`src/rtl/uf_lookup_arbiter_if.sv`:
```
// ---------------------------------------------------------------------------
// uf_lookup_arbiter_if
// Bundles the signals between the shared membership-function ROM lookup
// arbiter, its requesters and the ROM itself.
//
//   req        requester -> arbiter  per-requester level request, held until ack
//   req_addr   requester -> arbiter  per-requester ROM address, [8i+7:8i]
//   rom_data   ROM       -> arbiter  ROM registered output (1-cycle latency)
//   rom_add    arbiter   -> ROM      ROM address
//   rd_data    arbiter   -> req      lookup result, valid while ack != 0
//   ack        arbiter   -> req      one-hot, one-cycle completion pulse
//   busy       arbiter   -> req      arbiter not idle
//   grant_id   arbiter   -> req      index of current/last granted requester
//   lookup_cnt arbiter   -> req      completed lookups, saturating
//
// master: requester/ROM side.  slave: the arbiter.
// ---------------------------------------------------------------------------
interface uf_lookup_arbiter_if #(
   parameter int NREQ = 4,
   parameter int IDW  = 2
);
   logic [NREQ-1:0]   req;
   logic [8*NREQ-1:0] req_addr;
   logic [7:0]        rom_data;
   logic [7:0]        rom_add;
   logic [7:0]        rd_data;
   logic [NREQ-1:0]   ack;
   logic              busy;
   logic [IDW-1:0]    grant_id;
   logic [15:0]       lookup_cnt;

   modport master (
      output req, req_addr, rom_data,
      input  rom_add, rd_data, ack, busy, grant_id, lookup_cnt
   );

   modport slave (
      input  req, req_addr, rom_data,
      output rom_add, rd_data, ack, busy, grant_id, lookup_cnt
   );
endinterface

```
`src/rtl/uf_lookup_arbiter.sv`:
```
// ---------------------------------------------------------------------------
// uf_lookup_arbiter
// Shares one membership-function lookup ROM (8-bit address, registered 8-bit
// data, one-cycle read latency) between NREQ requesters. Requests are served
// round-robin; each lookup takes IDLE/ACK -> ADDR -> DATA -> ACK, so back-to-
// back lookups complete one every 3 cycles.
//
// Ports:
//   CS    clock, all state updates on its rising edge
//   cen   asynchronous active-low reset (shared with the ROM)
//   bus   uf_lookup_arbiter_if.slave: req/req_addr/rom_data in,
//         rom_add/rd_data/ack/busy/grant_id/lookup_cnt out
// ---------------------------------------------------------------------------
module uf_lookup_arbiter #(
   parameter int NREQ = 4,
   parameter int IDW  = 2
) (
   input  logic               CS,
   input  logic               cen,
   uf_lookup_arbiter_if.slave bus
);

   typedef enum logic [1:0] {IDLE, ADDR, DATA, ACK} state_t;

   state_t            state, state_nxt;
   logic [IDW-1:0]    rr_ptr;
   logic [7:0]        rom_add_q;
   logic [7:0]        rd_data_q;
   logic [NREQ-1:0]   ack_q;
   logic [IDW-1:0]    grant_q;
   logic [15:0]       lookup_cnt_q;

   // Arbitration inputs and result
   logic [NREQ-1:0]   cand;
   logic [IDW-1:0]    start;
   logic [IDW-1:0]    idx;
   logic [IDW-1:0]    win;
   logic              found;
   logic              load;

   // In ACK the just-served requester is masked (it may still show req in
   // this cycle) and the search starts right after it; elsewhere from rr_ptr.
   // NOTE: every always_comb output gets a default first so no path leaves a
   // variable unassigned, which would infer a latch.
   always_comb begin
      cand  = bus.req;
      start = rr_ptr;
      found = 1'b0;
      win   = '0;
      idx   = '0;
      if (state == ACK) begin
         cand  = bus.req & ~(NREQ'(1) << grant_q);
         start = grant_q + 1'b1;
      end
      // NREQ is a power of two, so the IDW-bit add wraps modulo NREQ.
      for (int k = 0; k < NREQ; k++) begin
         idx = start + IDW'(k);
         if (!found && cand[idx]) begin
            found = 1'b1;
            win   = idx;
         end
      end
   end

   assign load = found && (state == IDLE || state == ACK);

   // NOTE: sequential state uses non-blocking assignments so every register
   // samples pre-edge values regardless of statement order.
   always_ff @(posedge CS or negedge cen) begin
      if (!cen) state <= IDLE;
      else      state <= state_nxt;
   end

   always_comb begin
      state_nxt = state;
      case (state)
         IDLE:    if (found) state_nxt = ADDR;
         ADDR:    state_nxt = DATA;
         DATA:    state_nxt = ACK;
         ACK:     state_nxt = found ? ADDR : IDLE;
         default: state_nxt = IDLE;
      endcase
   end

   always_ff @(posedge CS or negedge cen) begin
      if (!cen) begin
         rom_add_q    <= '0;
         rd_data_q    <= '0;
         ack_q        <= '0;
         grant_q      <= '0;
         lookup_cnt_q <= '0;
         rr_ptr       <= '0;
      end else begin
         ack_q <= '0;
         // req_addr is sampled only here, at grant time.
         if (load) begin
            rom_add_q <= bus.req_addr[{win, 3'b000} +: 8];
            grant_q   <= win;
         end
         if (state == DATA) begin
            rd_data_q      <= bus.rom_data;
            ack_q[grant_q] <= 1'b1;
            if (lookup_cnt_q != 16'hFFFF) lookup_cnt_q <= lookup_cnt_q + 16'd1;
         end
         if (state == ACK) rr_ptr <= grant_q + 1'b1;
      end
   end

   assign bus.rom_add    = rom_add_q;
   assign bus.rd_data    = rd_data_q;
   assign bus.ack        = ack_q;
   assign bus.busy       = (state != IDLE);
   assign bus.grant_id   = grant_q;
   assign bus.lookup_cnt = lookup_cnt_q;

endmodule
```
`src/flat_wrapper.sv`:
```
// flat-port wrapper written by rule: the top's interface ports become plain ports
module uf_lookup_arbiter_flat 
#(
   parameter int NREQ = 4,
   parameter int IDW  = 2
)
  (CS, cen, bus_req, bus_req_addr, bus_rom_data, bus_rom_add, bus_rd_data, bus_ack, bus_busy, bus_grant_id, bus_lookup_cnt);
  uf_lookup_arbiter_if #(.NREQ(NREQ), .IDW(IDW)) bus_i ();
  input  logic CS;
  input  logic cen;
  input wire logic [$bits(bus_i.req)-1:0] bus_req;
  input wire logic [$bits(bus_i.req_addr)-1:0] bus_req_addr;
  input wire logic [$bits(bus_i.rom_data)-1:0] bus_rom_data;
  output wire logic [$bits(bus_i.rom_add)-1:0] bus_rom_add;
  output wire logic [$bits(bus_i.rd_data)-1:0] bus_rd_data;
  output wire logic [$bits(bus_i.ack)-1:0] bus_ack;
  output wire logic [$bits(bus_i.busy)-1:0] bus_busy;
  output wire logic [$bits(bus_i.grant_id)-1:0] bus_grant_id;
  output wire logic [$bits(bus_i.lookup_cnt)-1:0] bus_lookup_cnt;
  assign bus_i.req = bus_req;
  assign bus_i.req_addr = bus_req_addr;
  assign bus_i.rom_data = bus_rom_data;
  assign bus_rom_add = bus_i.rom_add;
  assign bus_rd_data = bus_i.rd_data;
  assign bus_ack = bus_i.ack;
  assign bus_busy = bus_i.busy;
  assign bus_grant_id = bus_i.grant_id;
  assign bus_lookup_cnt = bus_i.lookup_cnt;
  uf_lookup_arbiter #(.NREQ(NREQ), .IDW(IDW)) u_core (.CS(CS), .cen(cen), .bus(bus_i));
endmodule
```
`config.mk`:
```
export PLATFORM = sky130hd
export DESIGN_NAME = uf_lookup_arbiter_flat
export DESIGN_NICKNAME = d
export VERILOG_FILES = /design/src/rtl/uf_lookup_arbiter_if.sv /design/src/rtl/uf_lookup_arbiter.sv /design/src/flat_wrapper.sv
export SDC_FILE = /design/constraint.sdc
export NUM_CORES = 1
export LEC_CHECK = 0
export BUFFER_PORTS_ARGS = -buffer_cell sky130_fd_sc_hd__buf_2
export CAP_MARGIN = 30
export CORE_MARGIN = 2
export CORE_UTILIZATION = 44
export CTS_CLUSTER_SIZE = 28
export DETAILED_ROUTE_END_ITERATION = 10
export GPL_TIMING_DRIVEN = 0
export PLACE_DENSITY_LB_ADDON = 0.12
export SLEW_MARGIN = 20
export SYNTH_ARGS = -nofsm -noshare
export SYNTH_HDL_FRONTEND = slang
export SYNTH_SLANG_ARGS = --single-unit
export TNS_END_PERCENT = 10
```
`constraint.sdc`:
```
create_clock -name CS -period 2.4 [get_ports CS]
set_input_delay 0.6 -clock CS [delete_from_list [all_inputs] [get_ports CS]]
set_output_delay 0.6 -clock CS [all_outputs]
set_load 0.03 [all_outputs]
```
==> impl_metrics.yaml <==
status:
  status: "complete, no violations"
floorplanning:
  std_cell_rows: 25
  io_pins: 85
  fp.dieW_um: 74.42
  start_util: 0.4589
  fp.dieH_um: 74.42
  die_area_um2: 5538
  core_um2: 4755
sta:
  fin_crit_ps: 2289
  worstMarginPinSlew_ps: 480.5
  fmaxAchievable_mhz: 436.8
  setup_slack_ps: 110.7
  slew_headroom: 0.6797
  hold_viol: 0
  rsz0062_at_grt: "no"
  drv_slew: 0
  fin_crit_sh: 0.9539
  setup_viol: 0
  fin_skew_ps: 4.696
  finalSetupTns_ps: 0
  timing.hold.ws_ps: 183.9
drt:
  finalWirelength_um: 4642
  dr.pass1.iters: 4
  drtIter0Drc: 60
  post_drt_via_cell_ratio: 4.968
  vias: 1724
  drt.antenna.violating_nets: 0
  drcViolationCount: 0
  routedWlPerCell_um: 13.38
logic_synthesis:
  ys.flop_type: "dfrtp_1"
  syn_avg_cell_area_um2: 11.92
  yosys.area.top_type_share: 0.4817
  synth_area_leaders: "dfrtp_1, mux2i_1, ha_1"
  ys_seq_elements: 42
  yosys_warnings: 0
  synth_sequential_area_ratio: 0.4817
  ys_async_sr_fraction: 1.000
  synth_nets: 239
  syn_area_um2: 2182
  yosys.area.top_type: "dfrtp_1"
  synth_edf_count: 0
  syn_inst: 183
  ys_types: 38
placement:
  gp_congestion: 0.7756
  hpwlAfterDp_um: 3341
  pre_cts_slack_ps: -124.5
  io_buffer_count: 84
global_routing:
  grt_overflow: 0
  first_global_vias: 1680
  grt_use_total: 0.1790
  grt_pass1_wl_um: 7679
  grt_max_degree: 43
  grt_antenna_before_repair: 0
cells_and_area:
  fin_util: 0.6171
  fin_nets: 335
  areaGrowthSynthToFinish_pct: 34.46
  fillers: 430
  drive_gt1_frac: 0.4750
  antenna_cells: 0
cts:
  cts_tree: "done"
  cts_made_buffers: 5
  clock_latency_ps: 290
  cts.sinks: 42
  path_clk_slew_ps: 80
  clk_path_buf_depth: 2
  htreeDepth: 2
  root_buffer: "clkbuf_8"
  cts_hold_buf: 0
pwr:
  powerDensity_nw_per_um2: 1446
  p_seq_frac: 0.277
  switching_power_mw: 1.870
  switching_share: 0.4408
  p_comb_frac: 0.592
  vdd_drop_max_v: 0.0009021
  clkPwrFrac: 0.130
  p_leak_nw: 1.453
  intPower_mw: 2.372
worst_setup_path:
  reg2reg_depth: 9
  criticalPathCategory: "reg -> reg"
  cp-start-kind: "flop"
  r2r_start: "u_core.state[0]"
  endpoint_kind: "flop"
  r2r_end: "u_core.bus.rom_add[1]"
  cp_max_fo: 6
  required_ps: 2570
  cp.arrival_ps: 2460
  r2r_slack_ps: 110
worst_hold_path:
  hp-class: "in -> async"
job:
  maxCapViolCount: 0
==> Yosys cell counts (all sizes together), types with 2 or more instances <==
cell    count
dfrtp      42
nand2      19
mux2i      16
xnor2      11
ha         10
mux2       10
o221ai      8
inv         7
and2        6
nand3       5
nor2        5
and3        4
nand2b      4
o21ai       4
xor2        4
a21boi      3
nand4       3
a21bo       2
a21oi       2
buf         2
clkbuf      2
==> timing repair <==
action,in CTS,in global routing
pin swaps,1,2
resized for setup,0,17
gates cloned,0,1
endpoints found under the hold margin,0,0
endpoints found under the setup margin,8,10
setup buffers,1,2
==> through the flow <==
step | instances | total power, mW | cell area, um^2
after floorplan | 183 | 2.887 | 2183
after global placement | 334 | 3.410 | 2688
after detailed placement | 334 | 3.444 | 2688
after CTS | 343 | 4.072 | 2814
after global routing | 347 | 4.569 | 2934
final | 347 | 4.242 | 2934
==> cell families (layout without fill, tap and decap cells) <==
family / count (synthesis) / in the layout / share of synthesized area
XOR/XNOR: 15 / 15 / 0.06020
adder cells (fa/ha/maj): 10 / 10 / 0.05734
AND/OR/NAND/NOR: 52 / 52 / 0.1221
AO/OA/AOI/OAI: 27 / 27 / 0.1307
flip-flops: 42 / 42 / 0.4817
buffers and inverters: 11 / 108 / 0.02294
multiplexers: 26 / 26 / 0.1250
==> sequential cells by signal, summed over array words and instances, names as in the netlist <==
name	flops
u_core.bus.rd_data	8
u_core.state	2
u_core.bus.rom_add	8
u_core.bus.lookup_cnt	16
u_core.rr_ptr	2
u_core.bus.ack	4
u_core.bus.grant_id	2
==> routing by layer <==
| metal | vias up | GRT usage | routed length [um] |
|---|---|---|---|
| met5 | - | 0 | 0 |
| met4 | 0 | 0.04167 | 56 |
| met3 | 8 | 0.05149 | 281 |
| met2 | 57 | 0.2861 | 2216 |
| met1 | 819 | 0.2423 | 2088 |
| li1 | 840 | - | - |
==> worst max-delay path by stage <==
stage | startpoint | endpoint | slack [ps] | cells past startpoint
after global routing | u_core.state[0] | u_core.bus.rom_add[7] | 10 | 9
after CTS | u_core.state[0] | u_core.bus.rom_add[7] | 30 | 8
after global placement | u_core.state[0] | u_core.bus.rom_add[7] | -140 | 8
after detailed placement | u_core.state[0] | u_core.bus.rom_add[7] | -120 | 8
final | u_core.state[0] | u_core.bus.rom_add[1] | 110 | 9
after floorplan | u_core.bus.grant_id[1] | u_core.bus.rom_add[0] | 1 | 9
==> power by group through the flow <==
stage	clock network [mW]	logic, mW	registers (mW)
floorplan	0	1.31	1.58
global placement	0	2.25	1.16
detailed placement	0	2.28	1.16
CTS	0.566	2.35	1.16
global route	0.598	2.75	1.22
finish	0.552	2.51	1.18
==> critical path: stages, from the launching register on <==
cell      delay, ps
dfrtp_2         480
ha_4            180
nand2b_1        150
and2_4          160
a22o_4          260
a221oi_4        280
buf_4           170
buf_12          130
mux2i_4         240
o221ai_2        110
==> final cells by class <==
| class | count | area, um^2 | area share |
|---|---|---|---|
| multi-input cells | 130 | 1154 | 0.3932 |
| clock buffers | 7 | 76.32 | 0.02601 |
| inverters | 7 | 26.28 | 0.008955 |
| clock inverters | 1 | 30.03 | 0.01023 |
| flip-flops and latches | 42 | 1055 | 0.3595 |
| repair buffers | 89 | 483.0 | 0.1646 |
| well taps | 67 | 83.83 | 0.02857 |
| plain buffers | 4 | 26.28 | 0.008955 |
==> layout by cell type (no fill, tap or decap), types with 5 or more instances in the layout <==
cell type / n
nand3_1: 5
mux2_2: 10
xnor2_1: 11
ha_1: 8
and2_1: 5
mux2i_1: 12
buf_2: 84
inv_1: 7
nor2_1: 5
dfrtp_1: 39
clkbuf_8: 5
nand2_1: 18
o221ai_2: 8
Note: power is estimated with default switching activity, not from simulation.
